$ cat src/rtl/ps2_rx_fifo.sv
// PS/2 device-to-host receiver: synchronizes the raw lines, deframes 11-bit frames,
// and queues valid scan-code bytes in a show-ahead FIFO with a ready/nextdata_n pop.
module ps2_rx_fifo #(
  parameter int DEPTH   = 8,
  parameter int TIMEOUT = 4096
) (
  input  logic       clk,
  input  logic       clr,
  input  logic       ps2_clk,
  input  logic       ps2_data,
  input  logic       nextdata_n,
  output logic [7:0] data,
  output logic       ready,
  output logic       overflow,
  output logic       sampling,
  output logic       frame_err
);
  localparam int AW = $clog2(DEPTH);
  localparam int WW = $clog2(TIMEOUT + 1);
  localparam logic [WW-1:0] WD_LAST = WW'(TIMEOUT - 1);

  logic [2:0]    clk_sync_q, clk_sync_d;
  logic [1:0]    data_sync_q, data_sync_d;
  logic [3:0]    cnt_q, cnt_d;
  logic [10:0]   bits_q, bits_d;
  logic [WW-1:0] wdog_q, wdog_d;
  logic          done_q, done_d;
  logic          sampling_q, sampling_d;
  logic          frame_err_q, frame_err_d;
  logic          overflow_q, overflow_d;
  logic [AW:0]   wr_ptr_q, wr_ptr_d;
  logic [AW:0]   rd_ptr_q, rd_ptr_d;
  logic [7:0]    mem_q [DEPTH];

  logic fall, timeout, frame_ok, push;
  logic empty, full, pop, write, drop;

  always_comb begin
    clk_sync_d  = {clk_sync_q[1:0], ps2_clk};
    data_sync_d = {data_sync_q[0], ps2_data};
    fall        = clk_sync_q[2] & ~clk_sync_q[1];
  end

  // Bit slot counter doubles as the IDLE/RECV state; the watchdog only runs mid-frame.
  always_comb begin
    cnt_d   = cnt_q;
    bits_d  = bits_q;
    wdog_d  = wdog_q;
    done_d  = 1'b0;
    timeout = 1'b0;
    if (fall) begin
      bits_d[cnt_q] = data_sync_q[1];
      wdog_d        = '0;
      if (cnt_q == 4'd10) begin
        cnt_d  = 4'd0;
        done_d = 1'b1;
      end else begin
        cnt_d = cnt_q + 4'd1;
      end
    end else if (cnt_q != 4'd0) begin
      if (wdog_q == WD_LAST) begin
        timeout = 1'b1;
        cnt_d   = 4'd0;
        wdog_d  = '0;
      end else begin
        wdog_d = wdog_q + WW'(1);
      end
    end
  end

  always_comb begin
    frame_ok    = ~bits_q[0] & bits_q[10] & (^bits_q[9:1]);
    push        = done_q & frame_ok;
    sampling_d  = fall;
    frame_err_d = (done_q & ~frame_ok) | timeout;
  end

  // A write into a full FIFO still succeeds when the head is popped in the same cycle.
  always_comb begin
    empty      = (rd_ptr_q == wr_ptr_q);
    full       = (rd_ptr_q[AW-1:0] == wr_ptr_q[AW-1:0]) && (rd_ptr_q[AW] != wr_ptr_q[AW]);
    pop        = ~nextdata_n & ~empty;
    write      = push & (~full | pop);
    drop       = push & full & ~pop;
    rd_ptr_d   = pop   ? rd_ptr_q + (AW+1)'(1) : rd_ptr_q;
    wr_ptr_d   = write ? wr_ptr_q + (AW+1)'(1) : wr_ptr_q;
    overflow_d = overflow_q;
    if (drop) begin
      overflow_d = 1'b1;
    end else if (pop) begin
      overflow_d = 1'b0;
    end
  end

  always_ff @(posedge clk) begin
    if (clr) begin
      clk_sync_q  <= '1;
      data_sync_q <= '1;
      cnt_q       <= '0;
      bits_q      <= '0;
      wdog_q      <= '0;
      done_q      <= 1'b0;
      sampling_q  <= 1'b0;
      frame_err_q <= 1'b0;
      overflow_q  <= 1'b0;
      wr_ptr_q    <= '0;
      rd_ptr_q    <= '0;
    end else begin
      clk_sync_q  <= clk_sync_d;
      data_sync_q <= data_sync_d;
      cnt_q       <= cnt_d;
      bits_q      <= bits_d;
      wdog_q      <= wdog_d;
      done_q      <= done_d;
      sampling_q  <= sampling_d;
      frame_err_q <= frame_err_d;
      overflow_q  <= overflow_d;
      wr_ptr_q    <= wr_ptr_d;
      rd_ptr_q    <= rd_ptr_d;
    end
  end

  always_ff @(posedge clk) begin
    if (write) begin
      mem_q[wr_ptr_q[AW-1:0]] <= bits_q[8:1];
    end
  end

  assign data      = mem_q[rd_ptr_q[AW-1:0]];
  assign ready     = ~empty;
  assign overflow  = overflow_q;
  assign sampling  = sampling_q;
  assign frame_err = frame_err_q;

endmodule

$ cat config.mk
export PLATFORM = sky130hd
export DESIGN_NAME = ps2_rx_fifo
export DESIGN_NICKNAME = d
export VERILOG_FILES = /design/src/rtl/ps2_rx_fifo.sv
export SDC_FILE = /design/constraint.sdc
export NUM_CORES = 1
export LEC_CHECK = 0
export BUFFER_PORTS_ARGS = -buffer_cell sky130_fd_sc_hd__buf_2
export CAP_MARGIN = 20
export CORE_UTILIZATION = 40
export DETAILED_ROUTE_END_ITERATION = 7
export PLACE_DENSITY_LB_ADDON = 0.3
export SYNTH_ARGS = -nofsm -noshare
export SYNTH_HDL_FRONTEND = slang
export SYNTH_SLANG_ARGS = --single-unit
$ cat constraint.sdc
create_clock -name clk -period 3.5 [get_ports clk]
set_input_delay 0.525 -clock clk [delete_from_list [all_inputs] [get_ports clk]]
set_output_delay 0.525 -clock clk [all_outputs]
set_load 0.05 [all_outputs]
### After elaboration in Yosys (flattened, before gate mapping)

Memories as Yosys holds them, arrays and structs flattened. A register that Yosys moved wholly into a read port is not among the register bits.
Cells that the tools add are included.

| storage, ports and cells | value |
|---|---|
| register bits | 45 |
| memories kept | 1 |
| word-level logic and storage cells | 70 |
| bits of input ports | 5 |
| output and inout bits | 12 |
| RAM bits | 64 |

Memory list:

| name | words | width | read ports | clocked after memory_dff | wr ports | line | RTL |
|---|---|---|---|---|---|---|---|
| mem_q | 8 | 8 | 1 | 1 | 1 | 33 | `logic [7:0] mem_q [DEPTH];` |

| cells by class | value |
|---|---|
| $lt $le $gt $ge | 2 |
| reduce and logical (&&, ||, !) cells | 10 |
| equality and inequality tests | 5 |
| $add $sub $neg | 4 |
| bitwise logic cells | 19 |
| muxes and demuxes | 18 |

Operator list:

| operator | number |
|---|---|
| 4-bit two-way mux | 4 |
| 13-bit by 1-bit adder with 13-bit output (second input constant) | 1 |
| 13-bit by 12-bit == test with 1-bit output (second input constant) | 1 |
| 13-bit two-way mux | 1 |
| 4-bit by 1-bit adder with 4-bit output (second input constant) | 3 |
| 11-bit bitwise mux | 1 |
| 1-bit bitwise AND | 9 |
| 1-bit two-way mux | 9 |
| 9-bit parity | 1 |
| 1-bit inverter | 8 |
| 3-bit two-way mux | 2 |
| 2-bit nonzero test | 3 |
| 4-bit by 5-bit less-than comparator with 1-bit output (second input constant) | 1 |
| 1-bit demux with 4-bit select | 1 |
| 4-bit == test | 1 |
| 4-bit == test (second input constant) | 1 |
| 4-bit by 1-bit >= comparator with 1-bit output (second input constant) | 1 |
| 4-bit nonzero test | 1 |
| 2-bit OR reduction | 2 |
| 3-bit == test | 1 |
| 1-bit logical AND | 2 |
| 1-bit OR | 2 |
| 2-bit AND reduction | 1 |
| 1-bit inequality test | 1 |

### Depth between registers and ports, before layout

Gate-level depths: netlist of the first run.

| depth | value |
|---|---|
| depth in word-level cells | 7 |
| gate-level depth with buffers | 7 |
| gate-level depth less buffers | 6 |

### Worst setup path before layout of the first run

Ideal clock, no wire load.

| path | value |
|---|---|
| path kind | reg2reg |
| start | reg bits_q[5] |
| end | mem mem_q[3][0] (enable) |
| period minus slack after synthesis | 2.777 ns |
| buffers on the path | 1 |
| setup time | 0.383 ns |
| required time | 3.117 ns |
| arrival | 2.394 ns |
| setup slack | 0.723 ns |
| stages on the path, launching flop included | 7 |
| cell sequence | dfxtp_1 > xor2_1 > xnor3_2 > xnor2_2 > or3_1 > buf_2 > nor3_1 |

| on the way | value |
|---|---|
| cells in the longest elaborated chain, start to end | 6 |

Ends and longest elaborated chain:

| what | line | RTL |
|---|---|---|
| start, declared | 25 | `logic [10:0] bits_q, bits_d;` |
| start signal, assigned | 112 | `bits_q <= bits_d;` |
| 9-bit parity | 72 | `frame_ok = ~bits_q[0] & bits_q[10] & (^bits_q[9:1]);` |
| 1-bit bitwise AND | 72 |  |
| 1-bit bitwise AND | 73 | `push = done_q & frame_ok;` |
| 1-bit bitwise AND | 83 | `write = push & (~full \| pop);` |
| 1-bit two-way mux | 124 | `if (write) begin` |
| 1-bit two-way mux (implied by the code) | 125 | `mem_q[wr_ptr_q[AW-1:0]] <= bits_q[8:1];` |
| end, declared | 33 |  |

No other way between the ends.

### Final worst setup path of the first run

| path | value |
|---|---|
| start | reg bits_q[4] |
| end | mem mem_q[4][6] (enable) |

Same word-level chain as after synthesis.

==> flow_metrics.env, run 1 <==
export IMPL_fin_setup_tns_ns=0
export IMPL_core_area_sq_um=11030
export IMPL_wire_per_inst_um=15.75
export IMPL_yosys_area_share_adder=0.008137
export IMPL_path_clk_slew_ns=0.07
export IMPL_layout_nets=370
export IMPL_yosysMostFrequentCell="edfxtp_1"
export IMPL_cp_cell_sequence="xor2_1 > xnor3_2 > xnor2_2 > or3_1 > nor4b_4"
export IMPL_ys_ff_latch=112
export IMPL_start_util=0.4182
export IMPL_drive_above_1_share=0.1962
export IMPL_io_pins=17
export IMPL_combPwrFrac=0.012
export IMPL_die_area_sq_um=11970
export IMPL_fmax_mhz=345.1
export IMPL_vias_per_cell=5.148
export IMPL_p_switching_uw=508.8
export IMPL_clock_sinks=112
export IMPL_end_kind="flop"
export IMPL_synth_top_area_cell="edfxtp_1"
export IMPL_hold_class="primary input to flop"
export IMPL_syn_area_sq_um=4613
export IMPL_grt_start_max_net_pins=37
export IMPL_firstDrtPassIters=4
export IMPL_p_leak_uw=0.001723
export IMPL_vias=2610
export IMPL_cts_path_max_buffers=2
export IMPL_worstPathRequired_ns=3.48
export IMPL_syn_to_final_growth_pct=11.36
export IMPL_pwr_share_seq=0.578
export IMPL_synth_area_leaders="edfxtp_1 42%, dfxtp_1 21%, mux4_2 7.8%, nor2_1 3.2%, xnor2_1 2.7%"
export IMPL_ctsHtreeMaxLevel=3
export IMPL_die_w_um=109.4
export IMPL_ir_drop_uv=288.6
export IMPL_sw_frac_of_total=0.2123
export IMPL_numCtsBuffers=9
export IMPL_async_flop_share=0
export IMPL_startpoint_type="flop"
export IMPL_crit_slowest_cell="nor4b_4"
export IMPL_die_h_um=109.4
export IMPL_diodes=0
export IMPL_routed_wl_mm=7.983
export IMPL_synth_top_family_by_area="simple AND/OR/NAND/NOR gates"
export IMPL_synthFlopType="edfxtp_1"
export IMPL_synth_top_cells_by_count="64 x edfxtp_1, 48 x dfxtp_1, 39 x nor2_1"
export IMPL_yosys_area_share_simple=0.1302
export IMPL_yosysSeqAreaShare=0.6249
export IMPL_hold_violations=0
export IMPL_maxSlewViolCount=0
export IMPL_synth_cell_types=44
export IMPL_gp_congestion=0.7367
export IMPL_tightest_slew_ns=0.8018
export IMPL_skew_ns=0.009357
export IMPL_drtIter0Drc=104
export IMPL_portBuffers=16
export IMPL_hold_buffers=0
export IMPL_path_class="flop to flop"
export IMPL_crit_arrival_ns=2.88
export IMPL_synth_top_area_share=0.4166
export IMPL_holdWs_ns=0.3504
export IMPL_timing_slew_headroom=0.4648
export IMPL_yosys_warnings=0
export IMPL_synth_edf_count=64
export IMPL_synth_mux_area_frac=0.1221
export IMPL_cp_max_fo=10
export IMPL_synthesis_nets=354
export IMPL_grt_pass1_wl_mm=13.02
export IMPL_slowest_delay_ns=0.63
export IMPL_outcome="finished, final reports clean"
export IMPL_fin_crit_sh=0.8279
export IMPL_hpwl_mm=5.163
export IMPL_cts_repair_resized=0
export IMPL_root_buffer="clkbuf_16"
export IMPL_final_setup_viol_count=0
export IMPL_final_antenna_net_count=0
export IMPL_yosys_area_share_xor_xnor=0.05424
export IMPL_antenna_found_initial=0
export IMPL_synthCells=346
export IMPL_clock_latency_ns=0.35
export IMPL_clockPowerShare=0.410
export IMPL_power_uw=2396
export IMPL_drcViolationCount=0
export IMPL_rsz0062_at_grt="no"
export IMPL_final_min_clock_period_ns=2.898
export IMPL_post_cts_buffers=0
export IMPL_rows=38
export IMPL_cts_tree="yes"
export IMPL_globalRouteOverflowTotal=0
export IMPL_grtUsageTotal=0.1472
export IMPL_intPower_uw=1887
export IMPL_avgSynthCellArea_sq_um=13.33
export IMPL_maxCapViolCount=0
export IMPL_synth_compound_area_frac=0.03553
export IMPL_power_density_nw_per_um2=466.4
export IMPL_grt_pass1_vias=2615
-- cell usage in the layout, fill, tap and decap left out, drive strengths merged, types with 11 or more instances in the layout --
cell / n
a21oi: 11
nor2: 39
xnor2: 15
dfxtp: 48
edfxtp: 64
inv: 14
nand2: 27
mux4: 16
buf: 24
-- layer usage --
metal  global-route usage  up-vias  part of all wire
met5                    0        -                 0
met3              0.03734        7             0.025
met4              0.05524        0            0.0076
met2               0.2561       35              0.51
met1               0.1754     1275              0.46
li1                     -     1293                 -
-- path summary, 6_finish.rpt --
| path | from | end | slack (ns) | cells after the start |
|---|---|---|---|---|
| setup / recovery | bits_q[4]$_SDFFE_PP0P_ | mem_q[4][6]$_DFFE_PP_ | 0.60 | 5 |
| hold / removal | ps2_data | data_sync_q[0]$_SDFF_PP1_ | 0.35 | 2 |
| setup reg to reg | bits_q[4]$_SDFFE_PP0P_ | mem_q[4][6]$_DFFE_PP_ | 0.60 | 5 |
| hold reg to reg | data_sync_q[0]$_SDFF_PP1_ | data_sync_q[1]$_SDFF_PP1_ | 0.42 | 1 |
-- registers in the layout, indices dropped and copies added, names as in the netlist, named ones only --
name,count
mem_q,64
wdog_q,13
bits_q,11
cnt_q,4
rd_ptr_q,4
wr_ptr_q,4
clk_sync_q,3
data_sync_q,2
done_q,1
frame_err,1
overflow,1
sampling,1
-- cell families (layout without fill, tap and decap cells) --
family	count (synthesis)	in the layout
compound gates	25	25
xor+xnor	26	26
fa+ha+maj	3	3
buf+inv	29	50
flops	112	112
mux	35	35
simple gates	116	116
-- power groups by stage --
| stage | Clock, uW | Combinational, uW | Sequential [uW] |
|---|---|---|---|
| floorplan | 0 | 23.8 | 1410 |
| global placement | 0 | 28.6 | 1420 |
| detailed placement | 0 | 29.2 | 1420 |
| CTS | 1010 | 29.3 | 1390 |
| global route | 1050 | 32.5 | 1390 |
| finish | 982 | 28.9 | 1390 |
-- cell type report --
type                    count  area (sq um)
clock buffers               9         225.2
clock inverters             7         61.31
fillers                  1013          5893
inverters                  10         37.54
multi-input cells         205          1615
flip-flops and latches    112          2883
well taps                 140         175.2
repair buffers             24         140.1
-- critical path, delay by kind of cell (launching register included) --
family	cells	cell delay [ns]
simple gates	2	1.16
flops	1	0.51
xor+xnor	3	0.87
-- through the flow --
stage	std cells	util	cell area [sq um]	setup WS, ns
finish	507	0.4657	5137	0.6024
global route	507	0.4657	5137	0.4123
CTS	507	0.4657	5137	0.5442
detailed placement	491	0.4398	4851	0.5779
global placement	491	0.4398	4851	0.6130
floorplan	346	-	4613	0.7226
(Power assumes the default switching activity.)
==> run 2, diff against run 1 <==
Settings changed: ABC_AREA from default to 1.
Clock period 3.5 ns to 2.75 ns, I/O delays scaled along.
==> run 2 against run 1 <==
  * Clock skew fell by 0.0012 ns
  * Final cell count rose by 31%
  * Critical endpoint is now data[4]
  * Via count rose by 27%
  * Utilization fell by 0.30 points
  * Largest power group unchanged
  * Global-route usage rose by 1.3 points
  * Sequential cell count did not move
  * Worst setup slack got worse by 0.46 ns
==> flow_metrics.env, run 2 <==
export IMPL_outcome="finished, final reports clean"
export IMPL_globalRouteOverflowTotal=0
export IMPL_fin_setup_tns_ns=0
export IMPL_end_kind="output port"
export IMPL_synth_top_area_share=0.4068
export IMPL_timing_slew_headroom=0.5726
export IMPL_crit_slowest_cell="dfxtp_1"
export IMPL_yosysMostFrequentCell="nor2_1"
export IMPL_die_h_um=110.7
export IMPL_firstDrtPassIters=4
export IMPL_gp_congestion=0.8134
export IMPL_syn_to_final_growth_pct=12.31
export IMPL_syn_area_sq_um=4725
export IMPL_path_clk_slew_ns=0.07
export IMPL_grt_pass1_wl_mm=15.48
export IMPL_cts_tree="yes"
export IMPL_io_pins=17
export IMPL_crit_family="flip-flops"
export IMPL_grt_pass1_vias=3250
export IMPL_place_ws_ns=0.4748
export IMPL_routed_wl_mm=9.199
export IMPL_path_buf_inv=3
export IMPL_power_density_nw_per_um2=627.6
export IMPL_root_buffer="clkbuf_16"
export IMPL_synthCells=491
export IMPL_diodes=0
export IMPL_largest_register_ffs=64
export IMPL_p_leak_uw=0.001993
export IMPL_hold_class="primary input to flop"
export IMPL_yosysSeqAreaShare=0.6102
export IMPL_avgSynthCellArea_sq_um=9.622
export IMPL_vias=3307
export IMPL_cts_path_max_buffers=2
export IMPL_numCtsBuffers=9
export IMPL_start_util=0.4120
export IMPL_combPwrFrac=0.085
export IMPL_tightest_slew_ns=0.6402
export IMPL_maxCapViolCount=0
export IMPL_path_class="flop to output port"
export IMPL_skew_ns=0.008201
export IMPL_worstPathRequired_ns=2.34
export IMPL_cp_max_fo=17
export IMPL_clock_sinks=112
export IMPL_sw_frac_of_total=0.2570
export IMPL_yosys_warnings=0
export IMPL_final_cell_mix="93 x nor2_1, 67 x nand2_1, 64 x edfxtp_1"
export IMPL_layout_nets=524
export IMPL_synthesis_nets=499
export IMPL_synth_area_leaders="edfxtp_1 41%, dfxtp_1 20%, nor2_1 7.4%, nand2_1 5.3%, o21ai_0 4.8%"
export IMPL_fin_ws_ns=0.1390
export IMPL_dpl_cell_area_sq_um=4997
export IMPL_drcViolationCount=0
export IMPL_drtIter0Drc=169
export IMPL_final_min_clock_period_ns=2.611
export IMPL_antenna_found_initial=0
export IMPL_maxSlewViolCount=0
export IMPL_wire_per_inst_um=13.85
export IMPL_die_area_sq_um=12250
export IMPL_die_w_um=110.7
export IMPL_power_uw=3330
export IMPL_cp_cell_sequence="clkinvlp_4 > buf_4 > nor2_1 > o21ai_0 > a31oi_1 > buf_2"
export IMPL_grtUsageTotal=0.1604
export IMPL_drive_above_1_share=0.1401
export IMPL_slowest_delay_ns=0.73
export IMPL_synth_top_cells_by_count="93 x nor2_1, 67 x nand2_1, 64 x edfxtp_1"
export IMPL_rows=39
export IMPL_synth_top_area_cell="edfxtp_1"
export IMPL_final_setup_viol_count=0
export IMPL_ir_drop_uv=476.3
export IMPL_grt_start_max_net_pins=33
export IMPL_intPower_uw=2474
export IMPL_layout_commonest_cell="nor2_1"
export IMPL_finalInstanceArea_sq_um=5306
export IMPL_hpwl_mm=6.145
export IMPL_final_antenna_net_count=0
export IMPL_pwr_share_seq=0.535
export IMPL_synthFlopType="edfxtp_1"
export IMPL_ys_ff_latch=112
export IMPL_portBuffers=16
export IMPL_vias_per_cell=4.980
export IMPL_synth_edf_count=64
export IMPL_startpoint_type="flop"
export IMPL_hold_violations=0
export IMPL_async_flop_share=0
export IMPL_fmax_mhz=383.0
export IMPL_fin_crit_sh=0.9495
export IMPL_clock_latency_ns=0.35
export IMPL_postLayoutCoreUtil=0.4627
export IMPL_clockPowerShare=0.379
export IMPL_synth_cell_types=35
export IMPL_ctsHtreeMaxLevel=3
export IMPL_p_switching_uw=855.9
export IMPL_crit_arrival_ns=2.20
export IMPL_core_area_sq_um=11470
[run 2: cell types whose count changed in the layout (fill, tap and decap cells not counted), sizes merged, moves of 6 or more]
| cell | delta |
|---|---|
| nand3 | +12 |
| nor2 | +57 |
| mux2 | -10 |
| inv | +29 |
| nor4 | -6 |
| a21oi | +11 |
| o22ai | +9 |
| mux4 | -16 |
| nand2 | +49 |
| o21ai | +46 |
| a31oi | +9 |
| mux2i | -9 |
| nor3 | +6 |
| xnor2 | -10 |
[run 2: path summary, 6_finish.rpt]
path	cells past startpoint	end	from	slack, ns
min	2	data_sync_q[0]$_SDFF_PP1_	ps2_data	0.24
max	6	data[4]	flop	0.14
min reg2reg	1	data_sync_q[1]$_SDFF_PP1_	data_sync_q[0]$_SDFF_PP1_	0.42
max reg2reg	11	mem_q[6][4]$_DFFE_PP_	bits_q[7]$_SDFFE_PP0P_	0.58
[run 2: logic make-up (layout without fill, tap and decap cells)]
| group | count (synthesis) | count (layout) | synth area share |
|---|---|---|---|
| AND/OR/NAND/NOR | 217 | 217 | 0.2089 |
| flip-flops | 112 | 112 | 0.6102 |
| AO/OA/AOI/OAI | 90 | 90 | 0.1028 |
| buffers and inverters | 57 | 87 | 0.04793 |
| XOR/XNOR | 12 | 12 | 0.02225 |
| adder cells (fa/ha/maj) | 3 | 3 | 0.007946 |
[run 2: repair_timing]
action,4_1_cts,5_1_grt
gates resized for setup,0,1
hold buffers,0,0
endpoints found under the setup margin,0,8
setup buffers,0,2
[run 2: stage by stage]
stage                     hold slack, ns  cells
after global routing              0.2292    664
after global placement            0.3933    646
after detailed placement          0.3950    646
after CTS                         0.2295    662
final                             0.2375    664
after floorplan                   0.3895    491
[run 2: power by group through the flow]
stage / clock network (uW) / registers, uW / logic, uW
4_1_cts: 1290 / 1780 / 279
3_5_place_dp: 0 / 1820 / 279
3_3_place_gp: 0 / 1820 / 276
5_1_grt: 1360 / 1790 / 312
6_report: 1260 / 1780 / 284
2_1_floorplan: 0 / 1810 / 220
[run 2: cell type report]
type                       count  area, sq um
fill                        1085         6161
sequential                   112         2883
multi-input combinational    322         1615
clock buffer                   9        225.2
tap                          143        178.9
timing repair buffer          29        177.7
inverter                      42        161.4
clock inverter                 7        65.06
[run 2: routing by layer]
metal	track usage	up-vias	share of wire
li1	-	1711	-
met1	0.1980	1520	0.48
met2	0.2679	58	0.47
met3	0.05139	18	0.034
met4	0.04800	0	0.016
met5	0	-	0
